[config.mk]
export PLATFORM = sky130hd
export DESIGN_NAME = axi_lite_cmd_master
export DESIGN_NICKNAME = d
export VERILOG_FILES = /design/src/rtl/axi_lite_pkg.sv /design/src/rtl/axi_lite_cmd_master.sv
export SDC_FILE = /design/constraint.sdc
export NUM_CORES = 1
export LEC_CHECK = 0
export BUFFER_PORTS_ARGS = -buffer_cell sky130_fd_sc_hd__buf_2
export CAP_MARGIN = 20
export CORE_MARGIN = 4
export CORE_UTILIZATION = 43
export DETAILED_ROUTE_END_ITERATION = 16
export PLACE_DENSITY = 0.77
export SYNTH_ARGS = -nofsm -noshare
export SYNTH_HDL_FRONTEND = slang
export SYNTH_SLANG_ARGS = --single-unit
[constraint.sdc]
create_clock -name M_AXI_ACLK -period 2.8 [get_ports M_AXI_ACLK]
set_input_delay 0.28 -clock M_AXI_ACLK [delete_from_list [all_inputs] [get_ports M_AXI_ACLK]]
set_output_delay 0.28 -clock M_AXI_ACLK [all_outputs]
set_load 0.1 [all_outputs]
[src/rtl/axi_lite_pkg.sv]
// Shared AXI4-Lite definitions: response codes, protection default and the
// command-master state encoding.
package axi_lite_pkg;

  typedef enum logic [1:0] {
    OKAY   = 2'b00,
    EXOKAY = 2'b01,
    SLVERR = 2'b10,
    DECERR = 2'b11
  } axi_resp_e;

  typedef enum logic [2:0] {
    IDLE,
    WR_REQ,
    WR_RESP,
    RD_REQ,
    RD_RESP,
    RSP
  } cmd_state_e;

  localparam logic [2:0] PROT_DEFAULT = 3'b000;

endpackage

[src/rtl/axi_lite_cmd_master.sv]
// AXI4-Lite initiator: turns one local command at a time into a single-beat
// AXI4-Lite write or read and returns the data/RESP on a valid/ready port.
module axi_lite_cmd_master
  import axi_lite_pkg::*;
#(
  parameter int C_M_AXI_ADDR_WIDTH = 32,
  parameter int C_M_AXI_DATA_WIDTH = 32
) (
  input  logic                              M_AXI_ACLK,
  input  logic                              M_AXI_ARESETN,

  input  logic                              cmd_valid,
  output logic                              cmd_ready,
  input  logic                              cmd_write,
  input  logic [C_M_AXI_ADDR_WIDTH-1:0]     cmd_addr,
  input  logic [C_M_AXI_DATA_WIDTH-1:0]     cmd_wdata,
  input  logic [C_M_AXI_DATA_WIDTH/8-1:0]   cmd_wstrb,

  output logic                              rsp_valid,
  input  logic                              rsp_ready,
  output logic [C_M_AXI_DATA_WIDTH-1:0]     rsp_rdata,
  output logic [1:0]                        rsp_resp,
  output logic                              rsp_write,

  output logic [C_M_AXI_ADDR_WIDTH-1:0]     M_AXI_AWADDR,
  output logic [2:0]                        M_AXI_AWPROT,
  output logic                              M_AXI_AWVALID,
  input  logic                              M_AXI_AWREADY,

  output logic [C_M_AXI_DATA_WIDTH-1:0]     M_AXI_WDATA,
  output logic [C_M_AXI_DATA_WIDTH/8-1:0]   M_AXI_WSTRB,
  output logic                              M_AXI_WVALID,
  input  logic                              M_AXI_WREADY,

  input  logic [1:0]                        M_AXI_BRESP,
  input  logic                              M_AXI_BVALID,
  output logic                              M_AXI_BREADY,

  output logic [C_M_AXI_ADDR_WIDTH-1:0]     M_AXI_ARADDR,
  output logic [2:0]                        M_AXI_ARPROT,
  output logic                              M_AXI_ARVALID,
  input  logic                              M_AXI_ARREADY,

  input  logic [C_M_AXI_DATA_WIDTH-1:0]     M_AXI_RDATA,
  input  logic [1:0]                        M_AXI_RRESP,
  input  logic                              M_AXI_RVALID,
  output logic                              M_AXI_RREADY
);

  cmd_state_e                        state, state_next;
  logic [C_M_AXI_ADDR_WIDTH-1:0]     addr_q;
  logic [C_M_AXI_DATA_WIDTH-1:0]     wdata_q;
  logic [C_M_AXI_DATA_WIDTH/8-1:0]   wstrb_q;
  logic                              write_q;
  logic                              aw_done, w_done;
  logic [C_M_AXI_DATA_WIDTH-1:0]     rdata_q;
  axi_resp_e                         resp_q;

  logic cmd_hs, aw_hs, w_hs, b_hs, ar_hs, r_hs, rsp_hs;

  // Handshakes are derived from state rather than the VALID outputs so that
  // the outputs stay purely combinational from the registered state.
  assign cmd_hs = (state == IDLE) && cmd_valid;
  assign aw_hs  = (state == WR_REQ) && !aw_done && M_AXI_AWREADY;
  assign w_hs   = (state == WR_REQ) && !w_done && M_AXI_WREADY;
  assign b_hs   = (state == WR_RESP) && M_AXI_BVALID;
  assign ar_hs  = (state == RD_REQ) && M_AXI_ARREADY;
  assign r_hs   = (state == RD_RESP) && M_AXI_RVALID;
  assign rsp_hs = (state == RSP) && rsp_ready;

  assign M_AXI_AWADDR = addr_q;
  assign M_AXI_ARADDR = addr_q;
  assign M_AXI_WDATA  = wdata_q;
  assign M_AXI_WSTRB  = wstrb_q;
  assign M_AXI_AWPROT = PROT_DEFAULT;
  assign M_AXI_ARPROT = PROT_DEFAULT;

  assign rsp_rdata = rdata_q;
  assign rsp_resp  = resp_q;
  assign rsp_write = write_q;

  always_ff @(posedge M_AXI_ACLK or negedge M_AXI_ARESETN) begin
    if (!M_AXI_ARESETN) begin
      state <= IDLE;
    end else begin
      state <= state_next;
    end
  end

  always_comb begin
    state_next    = state;
    cmd_ready     = 1'b0;
    M_AXI_AWVALID = 1'b0;
    M_AXI_WVALID  = 1'b0;
    M_AXI_BREADY  = 1'b0;
    M_AXI_ARVALID = 1'b0;
    M_AXI_RREADY  = 1'b0;
    rsp_valid     = 1'b0;
    case (state)
      IDLE: begin
        cmd_ready = 1'b1;
        if (cmd_hs) state_next = cmd_write ? WR_REQ : RD_REQ;
      end
      WR_REQ: begin
        M_AXI_AWVALID = !aw_done;
        M_AXI_WVALID  = !w_done;
        if ((aw_done || aw_hs) && (w_done || w_hs)) state_next = WR_RESP;
      end
      WR_RESP: begin
        M_AXI_BREADY = 1'b1;
        if (b_hs) state_next = RSP;
      end
      RD_REQ: begin
        M_AXI_ARVALID = 1'b1;
        if (ar_hs) state_next = RD_RESP;
      end
      RD_RESP: begin
        M_AXI_RREADY = 1'b1;
        if (r_hs) state_next = RSP;
      end
      RSP: begin
        rsp_valid = 1'b1;
        if (rsp_hs) state_next = IDLE;
      end
      default: state_next = IDLE;
    endcase
  end

  // Command capture, per-channel write completion and response capture.
  always_ff @(posedge M_AXI_ACLK or negedge M_AXI_ARESETN) begin
    if (!M_AXI_ARESETN) begin
      addr_q  <= '0;
      wdata_q <= '0;
      wstrb_q <= '0;
      write_q <= 1'b0;
      aw_done <= 1'b0;
      w_done  <= 1'b0;
      rdata_q <= '0;
      resp_q  <= OKAY;
    end else begin
      if (cmd_hs) begin
        addr_q  <= cmd_addr;
        wdata_q <= cmd_wdata;
        wstrb_q <= cmd_wstrb;
        write_q <= cmd_write;
        aw_done <= 1'b0;
        w_done  <= 1'b0;
      end
      if (aw_hs) aw_done <= 1'b1;
      if (w_hs)  w_done  <= 1'b1;
      if (b_hs) begin
        rdata_q <= '0;
        resp_q  <= axi_resp_e'(M_AXI_BRESP);
      end
      if (r_hs) begin
        rdata_q <= M_AXI_RDATA;
        resp_q  <= axi_resp_e'(M_AXI_RRESP);
      end
    end
  end

endmodule
==> impl_results.md <==
* Worst Tran Pin Value at about 0.7 ns
* Setup Buffers After CTS at 0
* Critical Path RT at approximately 2.5 ns
* DP Wirelength at about 8.7 mm
* Max Fclk at approximately 0.47 GHz
* Final Hold Viols at 0
* Crit end category: output pin
* Number of fill cells at slightly below 900
* WL/cell at 16.8 um
* Site Rows at 38
* Synth Cell Area at between 4000 and 5000 um2
* Post-synth top area cell: dfrtp_1
* Syn-to-layout area delta at 28.4%
* Die H at approximately 110 um
* Endpoints failing setup at 0
* Synth top cells by count: 108 x dfrtp_1, 69 x mux2_4, 38 x buf_4
* Number of I/O port buffers at 255
* Hold WS at approximately 0.16 ns
* Worst Hold Class: in2reg
* Async S/R FF share, synth at 1.00
* TritonCTS clock tree: yes
* Top-area cell type share of the netlist area at 0.555
* Run status: completed
* Die Footprint at between 10000 and 15000 um2
* Final Critical Period at between 2 and 2.5 ns
* Grt ovf at 0
* CTS buffer count at 9
* Clk_skew at roughly 0.010 ns
* Worst setup SP type: flip-flop
* Final worst-path cycle share at 0.755
* DRT Wirelength at 11.5 mm
* Count leader, synth: dfrtp_1
* #FFs+latches synth at 108
* First-pass GRT wire length at between 15 and 20 mm
* Mapped Cells at around 310
* Max-cap viol count at 0
* Rel. slew slack at 0.533
* Clock sink total at approximately 110
* Clock root buffer: clkbuf_16
* Post-synth EDFFs at 0
* Largest net degree at the start of global routing at 56
* Clock Latency Late Sink at around 0.34 ns
* Post-CTS sizing at 0
* Ys Warns at 0
* Via count at 3274
* Core area at 11000 um2
* Pins Over Slew Limit at 0
* Die W at roughly 110 um
* DR vias/cell at between 4 and 5
* Io pins at 262
* Fin Setup TNS at 0 ns
* Syn avg cell area at ~16 um2
* Initial antenna violation count at 0
* Synth Flop Type: dfrtp_1
* DRT iter0 DRCs at 142
* DR DRC count at 0
* Initial Utilization at 0.443
* Setup repair after global routing missed its margin: false
* Total GRT Usage at 0.173
* Nets at 651
* Synth top area cells: dfrtp_1 56%, mux2_4 21%, buf_4 5.9%
* H-tree levels at 3
* CP Class: reg2out
* Router iterations before antenna repair at 5
* Clock-pin slew on the worst setup and hold paths at roughly 0.080 ns
* # diodes at 0
* GPL Wtd Cong at around 0.83
* CTS max path bufs at 2
* Share of layout cells above drive strength 1 at 0.657
* Post-route ant nets at 0
* Distinct cells, synth at 30
* Hold Buf Count CTS at 1
* Vias in the first global route at around 3400
* Crit path DAT at roughly 1.8 ns
* Register area share after synthesis at 0.555
* Crit Path Max Fanout at 13
worst paths after layout:
path	from	depth (start not counted)	endpoint	slack, ns
min in group asynchronous	M_AXI_ARESETN	2	M_AXI_WSTRB[0]$_DFFE_PN0P_	0.55
setup / recovery	state[0]$_DFFE_PN0P_	3	rsp_valid	0.68
hold / removal	M_AXI_RDATA[25]	2	rsp_rdata[25]$_DFFE_PN0P_	0.16
max in group asynchronous	M_AXI_ARESETN	3	M_AXI_ARADDR[15]$_DFFE_PN0P_	1.51
hold reg to reg	rsp_rdata[5]$_DFFE_PN0P_	1	rsp_rdata[5]$_DFFE_PN0P_	0.50
setup reg to reg	state[0]$_DFFE_PN0P_	4	M_AXI_ARADDR[8]$_DFFE_PN0P_	0.76
per-layer routing:
| metal | share of wire | vias up | global-route usage |
|---|---|---|---|
| met5 | 0 | - | 0 |
| met4 | 0.011 | 0 | 0.0507 |
| met3 | 0.10 | 7 | 0.0555 |
| met2 | 0.50 | 178 | 0.296 |
| met1 | 0.39 | 1587 | 0.208 |
| li1 | - | 1502 | - |
stage by stage:
stage | area (um2) | cells | utilization | setup WS (ns)
after floorplan | 4890 | 318 | - | 0.0202
after global routing | 6250 | 682 | 0.569 | 0.601
after detailed placement | 5910 | 665 | 0.538 | 0.780
after CTS | 6250 | 682 | 0.569 | 0.696
after global placement | 5910 | 665 | 0.538 | 0.845
final | 6250 | 682 | 0.569 | 0.685
kinds of logic (layout without fill, tap and decap cells):
kind of cell,count (synthesis),in the layout,synth area share
compound gates,44,44,0.0743
buf+inv,57,281,0.109
flops,108,108,0.555
mux,75,75,0.225
other cells,1,6,0.000770
simple gates,28,28,0.0357
critical path, cell delays in order (launching register included):
cell     delay [ns]
dfrtp_1        0.68
inv_1          0.21
nor2_1         0.16
buf_2          0.44
sequential cells by signal, summed over array words and instances, names as in the netlist:
signal        cells
state             3
rsp_rdata        32
aw_done           1
rsp_write         1
w_done            1
rsp_resp          2
M_AXI_WSTRB       4
M_AXI_ARADDR     32
M_AXI_WDATA      32
layout by cell type, fill, tap and decap left out, types with 2 or more instances in the layout:
cell type  instances
buf_2            254
dfrtp_1          108
mux2_4            69
a22o_1            32
nand2_1           10
clkbuf_16          9
nor2_1             7
conb_1             6
mux2i_1            5
buf_4              5
a21oi_1            3
buf_12             3
inv_1              2
nand2b_4           2
o22ai_1            2
nor3b_1            2
o21ai_1            2
bufinv_16          2
inv_8              2
layout make-up:
class,instances,area [um2],area share
clock buffer,9,225,0.0360
clock inverter,7,108,0.0172
inverter,2,7.51,0.00120
multi-input combinational,153,1660,0.265
sequential,108,2700,0.432
tap,140,175,0.0280
timing repair buffer,263,1380,0.221
Power is left out: the tool's default activity adds up to more than one toggle a clock period on the data nets, which glitch-free logic cannot reach.
